==> src/rtl/wave_pkg.sv <==
// Shared types and constants for the waveform sequencer.
// FSM encoding is kept as plain localparams for legacy tools.
package wave_pkg;

   localparam int WORDS  = 16;
   localparam int WIDTH  = 8;
   localparam int ADDR_W = 4;
   localparam int BIT_W  = 3;
   localparam int REP_W  = 4;

   typedef logic [1:0] state_t;

   localparam state_t ST_IDLE = 2'd0;
   localparam state_t ST_RUN  = 2'd1;
   localparam state_t ST_DONE = 2'd2;

endpackage

==> src/rtl/wave_seq_ctrl_if.sv <==
// Control, pattern-load and waveform bundle of the sequencer.
// master drives requests and writes, slave produces the stream.
interface wave_seq_ctrl_if #(
   parameter int WIDTH  = wave_pkg::WIDTH,
   parameter int ADDR_W = wave_pkg::ADDR_W,
   parameter int REP_W  = wave_pkg::REP_W
);

   logic              start;
   logic              stop;
   logic              loop;
   logic [ADDR_W-1:0] last_addr;
   logic [REP_W-1:0]  rep_cnt;
   logic              we;
   logic [ADDR_W-1:0] waddr;
   logic [WIDTH-1:0]  wdata;
   logic              wf;
   logic              wf_valid;
   logic              busy;
   logic              done;

   modport master (
      output start,
      output stop,
      output loop,
      output last_addr,
      output rep_cnt,
      output we,
      output waddr,
      output wdata,
      input  wf,
      input  wf_valid,
      input  busy,
      input  done
   );

   modport slave (
      input  start,
      input  stop,
      input  loop,
      input  last_addr,
      input  rep_cnt,
      input  we,
      input  waddr,
      input  wdata,
      output wf,
      output wf_valid,
      output busy,
      output done
   );

endinterface

==> src/rtl/wave_pattern_mem.sv <==
// Pattern register file: synchronous write, asynchronous read.
// Contents are deliberately not reset so patterns survive clear.
module wave_pattern_mem #(
   parameter int WORDS = 16,
   parameter int WIDTH = 8,
   parameter int AW    = $clog2(WORDS)
) (
   input  logic             clk,
   input  logic             we_i,
   input  logic [AW-1:0]    waddr_i,
   input  logic [WIDTH-1:0] wdata_i,
   input  logic [AW-1:0]    raddr_i,
   output logic [WIDTH-1:0] rdata_o
);

   logic [WIDTH-1:0] mem_q [WORDS];

   // write port, gated by the caller
   always_ff @(posedge clk) begin
      if (we_i) begin
         mem_q[waddr_i] <= wdata_i;
      end
   end

   assign rdata_o = mem_q[raddr_i];

endmodule

==> src/rtl/wave_seq_ctrl.sv <==
// Serial waveform sequencer: plays stored words LSB first,
// one-shot with repeats or looped until stopped.
module wave_seq_ctrl
   import wave_pkg::state_t,
          wave_pkg::ST_IDLE,
          wave_pkg::ST_RUN,
          wave_pkg::ST_DONE,
          wave_pkg::REP_W;
#(
   parameter int WORDS = 16,
   parameter int WIDTH = 8
) (
   input  logic            clk,
   input  logic            clear,
   wave_seq_ctrl_if.slave  bus
);

   localparam int AW = $clog2(WORDS);
   localparam int BW = $clog2(WIDTH);

   localparam logic [BW-1:0] BIT_LAST = BW'(WIDTH - 1);

   state_t           state_q, state_d;
   logic [AW-1:0]    word_ptr_q, word_ptr_d;
   logic [BW-1:0]    bit_ptr_q, bit_ptr_d;
   logic [REP_W-1:0] pass_left_q, pass_left_d;
   logic             loop_q, loop_d;
   logic [AW-1:0]    last_q, last_d;
   logic             wf_q, wf_d;
   logic             wf_valid_q, wf_valid_d;

   logic             mem_we;
   logic [WIDTH-1:0] rd_word;
   logic             bit_last;
   logic             pass_end;

   // writes only land while idle; clear blocks them too
   assign mem_we = bus.we && (state_q == ST_IDLE) && !clear;

   wave_pattern_mem #(
      .WORDS (WORDS),
      .WIDTH (WIDTH),
      .AW    (AW)
   ) u_mem (
      .clk     (clk),
      .we_i    (mem_we),
      .waddr_i (bus.waddr),
      .wdata_i (bus.wdata),
      .raddr_i (word_ptr_q),
      .rdata_o (rd_word)
   );

   assign bit_last = (bit_ptr_q == BIT_LAST);
   assign pass_end = bit_last && (word_ptr_q == last_q);

   // next-state, pointer and output-bit selection
   always_comb begin
      state_d     = state_q;
      word_ptr_d  = word_ptr_q;
      bit_ptr_d   = bit_ptr_q;
      pass_left_d = pass_left_q;
      loop_d      = loop_q;
      last_d      = last_q;
      wf_d        = wf_q;
      wf_valid_d  = wf_valid_q;

      unique case (1'b1)
         (state_q == ST_IDLE): begin
            wf_d       = 1'b0;
            wf_valid_d = 1'b0;
            if (bus.start) begin
               loop_d      = bus.loop;
               last_d      = bus.last_addr;
               pass_left_d = bus.rep_cnt;
               word_ptr_d  = '0;
               bit_ptr_d   = '0;
               state_d     = ST_RUN;
            end
         end

         (state_q == ST_RUN): begin
            if (bus.stop) begin
               state_d     = ST_IDLE;
               wf_d        = 1'b0;
               wf_valid_d  = 1'b0;
               word_ptr_d  = '0;
               bit_ptr_d   = '0;
               pass_left_d = '0;
            end else begin
               wf_d       = rd_word[bit_ptr_q];
               wf_valid_d = 1'b1;
               if (pass_end) begin
                  word_ptr_d = '0;
                  bit_ptr_d  = '0;
                  if (!loop_q) begin
                     if (pass_left_q != '0) begin
                        pass_left_d = pass_left_q - 1'b1;
                     end else begin
                        state_d = ST_DONE;
                     end
                  end
               end else if (bit_last) begin
                  bit_ptr_d  = '0;
                  word_ptr_d = word_ptr_q + 1'b1;
               end else begin
                  bit_ptr_d = bit_ptr_q + 1'b1;
               end
            end
         end

         (state_q == ST_DONE): begin
            state_d    = ST_IDLE;
            wf_d       = 1'b0;
            wf_valid_d = 1'b0;
         end

         default: begin
            state_d     = ST_IDLE;
            wf_d        = 1'b0;
            wf_valid_d  = 1'b0;
            word_ptr_d  = '0;
            bit_ptr_d   = '0;
            pass_left_d = '0;
         end
      endcase
   end

   // state and output registers with synchronous clear
   always_ff @(posedge clk) begin
      if (clear) begin
         state_q     <= ST_IDLE;
         word_ptr_q  <= '0;
         bit_ptr_q   <= '0;
         pass_left_q <= '0;
         loop_q      <= 1'b0;
         last_q      <= '0;
         wf_q        <= 1'b0;
         wf_valid_q  <= 1'b0;
      end else begin
         state_q     <= state_d;
         word_ptr_q  <= word_ptr_d;
         bit_ptr_q   <= bit_ptr_d;
         pass_left_q <= pass_left_d;
         loop_q      <= loop_d;
         last_q      <= last_d;
         wf_q        <= wf_d;
         wf_valid_q  <= wf_valid_d;
      end
   end

   assign bus.wf       = wf_q;
   assign bus.wf_valid = wf_valid_q;
   assign bus.busy     = (state_q != ST_IDLE);
   assign bus.done     = (state_q == ST_DONE);

endmodule

==> src/flat_wrapper.sv <==
// flat-port wrapper written by rule: the top's interface ports become plain ports
module wave_seq_ctrl_flat import wave_pkg::state_t,
          wave_pkg::ST_IDLE,
          wave_pkg::ST_RUN,
          wave_pkg::ST_DONE,
          wave_pkg::REP_W;
#(
   parameter int WORDS = 16,
   parameter int WIDTH = 8
)
  (clk, clear, bus_start, bus_stop, bus_loop, bus_last_addr, bus_rep_cnt, bus_we, bus_waddr, bus_wdata, bus_wf, bus_wf_valid, bus_busy, bus_done);
  wave_seq_ctrl_if #(.WIDTH(WIDTH)) bus_i ();
  input  logic clk;
  input  logic clear;
  input wire logic [$bits(bus_i.start)-1:0] bus_start;
  input wire logic [$bits(bus_i.stop)-1:0] bus_stop;
  input wire logic [$bits(bus_i.loop)-1:0] bus_loop;
  input wire logic [$bits(bus_i.last_addr)-1:0] bus_last_addr;
  input wire logic [$bits(bus_i.rep_cnt)-1:0] bus_rep_cnt;
  input wire logic [$bits(bus_i.we)-1:0] bus_we;
  input wire logic [$bits(bus_i.waddr)-1:0] bus_waddr;
  input wire logic [$bits(bus_i.wdata)-1:0] bus_wdata;
  output wire logic [$bits(bus_i.wf)-1:0] bus_wf;
  output wire logic [$bits(bus_i.wf_valid)-1:0] bus_wf_valid;
  output wire logic [$bits(bus_i.busy)-1:0] bus_busy;
  output wire logic [$bits(bus_i.done)-1:0] bus_done;
  assign bus_i.start = bus_start;
  assign bus_i.stop = bus_stop;
  assign bus_i.loop = bus_loop;
  assign bus_i.last_addr = bus_last_addr;
  assign bus_i.rep_cnt = bus_rep_cnt;
  assign bus_i.we = bus_we;
  assign bus_i.waddr = bus_waddr;
  assign bus_i.wdata = bus_wdata;
  assign bus_wf = bus_i.wf;
  assign bus_wf_valid = bus_i.wf_valid;
  assign bus_busy = bus_i.busy;
  assign bus_done = bus_i.done;
  wave_seq_ctrl #(.WORDS(WORDS), .WIDTH(WIDTH)) u_core (.clk(clk), .clear(clear), .bus(bus_i));
endmodule
==> config.mk <==
export PLATFORM = sky130hd
export DESIGN_NAME = wave_seq_ctrl_flat
export DESIGN_NICKNAME = d
export VERILOG_FILES = /design/src/rtl/wave_pkg.sv /design/src/rtl/wave_seq_ctrl_if.sv /design/src/rtl/wave_pattern_mem.sv /design/src/rtl/wave_seq_ctrl.sv /design/src/flat_wrapper.sv
export SDC_FILE = /design/constraint.sdc
export NUM_CORES = 1
export LEC_CHECK = 0
export CAP_MARGIN = 15
export CORE_UTILIZATION = 55
export CTS_CLUSTER_DIAMETER = 40
export DETAILED_ROUTE_END_ITERATION = 8
export HOLD_SLACK_MARGIN = 0.06
export PLACE_DENSITY = 0.77
export SYNTH_ARGS = -nofsm -noshare
export SYNTH_HDL_FRONTEND = slang
export SYNTH_SLANG_ARGS = --single-unit
==> constraint.sdc <==
create_clock -name clk -period 6.8 [get_ports clk]
set_clock_uncertainty 0.2 [all_clocks]
set_input_delay 1.36 -clock clk [delete_from_list [all_inputs] [get_ports clk]]
set_output_delay 1.36 -clock clk [all_outputs]
set_load 0.1 [all_outputs]
==> results.cfg <==
[timing]
slew_viol_final = 0
grt_setup_unrepaired = false
setup_violations = 0
final.min_clock_period_ps = 4150
fin_tns_setup_ps = 0
worst_hold_slack_ps = 273
hold_violations = 0
tightest_slew_ps = 1110
fmax_mhz = 241
timing.slew.headroom = 0.260
timing.final.crit_share = 0.611
final.setup.worst_slack_ps = 2650

[synthesis]
synth_largest_area_cell = edfxtp_1
yosysWarnings = 0
ys_seq_area_frac = 0.699
synth.net_count = 414
synth_area_um2 = 6190
ys_ff_latch = 152
synth_top_area_frac = 0.621
synth.avg_cell_area_um2 = 16.2
synth_flop_cell = edfxtp_1
synth_async_sr_flop_share = 0
synth.distinct_cells = 44
ys_top_cells_by_area = edfxtp_1, dfxtp_1, mux4_1
postSynthCellCount = 383
synth_edf_count = 128

[grt]
grt_start_max_net_pins = 44
grt_pass1_wl_mm = 19.3
grtUsageTotal = 0.238
gr-total-overflow = 0
initial_antenna_violation_count = 0
first_global_vias = 3470

[drt]
routed_via_density = 6.08
route.final.wire_length_mm = 12.5
route.detailed.drc = 0
drt_first_pass_iters = 4
avgRoutedWirePerCell_um = 21.8
route.vias.total = 3477
drt.antenna.violating_nets = 0
initialDrtViolationCount = 333

[critical_path]
timing.setup.critical_path_class = input pin to register
crit-reg2reg-launch = u_core.state_q[0]
r2r_slack_ps = 3540
critPathMaxFanout = 20
crit_path_top_delay_cell = nor3_1
arrival_ps = 4120
required_ps = 6760
crit_path_max_incr_delay_ps = 800
timing.critical_path.from = clear
crit_path_end_kind = register
path_delay_family = simple AND/OR/NAND/NOR gates
worstPathBufferInverterCount = 1
timing.critical_path.cells = clkdlybuf4s50_1, nor3b_1, nor2b_1, nand2_1, nor3_1
worst_setup_path_start_kind = input pin

[min_path]
hold_start = u_core.last_q[1]
worst_hold_path_type = register to register

[placement]
place_ws_ps = 2130
place.gp.congestion = 0.847
hpwl_mm = 7.83
dp_cells = 538
port-buffer-count = 29

[finish]
diodes_inserted = 0
mostFrequentLayoutCell = edfxtp_1
area.growth.synth_to_final_pct = 15.7
final_cell_mix = edfxtp_1, nand2_1, clkdlybuf4s50_1, nor2_1, dfxtp_1
fin_cells = 572
fillers = 750
final_net_count = 450
final_layout_size_suffix_gt1_frac = 0.116

[clocking]
cts_hold_buf = 0
postCtsSetupRepairBufs = 0
clock_tree.buffer_depth = 2
clk_pin_slew_worst_paths_ps = 60
postCtsResizedCells = 0
root_buffer = clkbuf_8
tritoncts_num_sinks = 152
cts_max_level = 4
clkLatencyLatePin_ps = 540
cts_tree = yes
numCtsBuffers = 17

[die]
die_height_um = 108
die_x_um = 108
std_cell_rows = 38
ios = 30
core_area_um2 = 10900
fp.dieArea_um2 = 11700
start_util = 0.568

[job]
maxCapViolations = 0

[power_and_ir_drop]
power_density_nw_per_um2 = 286
vdd_drop_max_v = 0.000253
leakagePower_uw = 0.00227

[run_status]
result_of_the_run = completed
==> path summary, 6_finish.rpt <==
| kind | to | cells past startpoint |
|---|---|---|
| setup / recovery | u_core.u_mem.mem_q[1][2] | 5 |
| hold reg to reg | u_core.last_q[1] | 2 |
| setup reg to reg | u_core.u_mem.mem_q[1][2] | 6 |
| hold / removal | u_core.last_q[1] | 2 |
==> tightest hold or removal path, delay by kind of cell (launching register included) <==
family,cells,cell delay [ps]
AOI/OAI and AO/OA,1,50
DFF,1,320
and+or+nand+nor,1,60
==> through the flow <==
step	utilization	cell area [µm²]	total power [µW]
2_1_floorplan	-	6190	1090
3_3_place_gp	0.603	6560	1130
3_5_place_dp	0.603	6560	1130
4_1_cts	0.657	7150	2060
5_1_grt	0.658	7160	2100
6_report	0.658	7160	2050
==> where the power goes <==
group | total, µW | switching, µW | internal, µW
clock | 932 | 370 | 561
combinational | 87.1 | 53.5 | 33.6
sequential | 1030 | 6.95 | 1020
==> flip-flops by register name (all words and copies together), names as in the netlist, named ones only <==
signal / flops
u_core.last_q: 4
u_core.bus.wf_valid: 1
u_core.bit_ptr_q: 3
u_core.word_ptr_q: 4
u_core.bus.wf: 1
u_core.loop_q: 1
u_core.state_q: 2
u_core.pass_left_q: 4
u_core.u_mem.mem_q: 128
==> synth_stat cells (3+ instances only) <==
cell type  count
a22oi_1        7
nand3b_1       3
nor2_1        28
ha_1           5
xnor2_1        5
a221oi_1       4
buf_4          3
o211ai_1       5
edfxtp_1     128
mux4_1        11
nor3_1        10
mux4_2        10
mux2_1         5
mux2_2         5
buf_6          4
nor2b_1        5
inv_1          6
nand3_1        7
dfxtp_1       24
a31oi_1        7
mux2i_1       19
nand2_1       29
clkbuf_1       4
nand2b_1       6
a211oi_1       6
a21oi_1       14
==> layout make-up <==
class                   count  area, µm²  share of cell area
repair buffers             32        310              0.0433
multi-input cells         209       1740               0.243
flip-flops and latches    152       4330               0.604
well taps                 140        175              0.0245
clock inverters            14        169              0.0236
inverters                   7       26.3             0.00367
clock buffers              18        418              0.0584
==> routing by layer <==
layer	vias to the layer above	share of wire	global-route usage
met3	26	0.073	0.0609
met2	164	0.49	0.378
li1	1582	-	-
met1	1705	0.42	0.301
met4	0	0.025	0.132
met5	-	0	0
==> logic make-up (layout without fill, tap and decap cells) <==
kind of cell	Yosys count	count (layout)	synth area share
flip-flops	152	152	0.699
AND/OR/NAND/NOR	94	94	0.0714
AO/OA/AOI/OAI	55	55	0.0602
multiplexers	50	50	0.132
buffers and inverters	22	71	0.0206
adder cells (fa/ha/maj)	5	5	0.0101
XOR/XNOR	5	5	0.00707
Power figures use the tool's default switching activity.
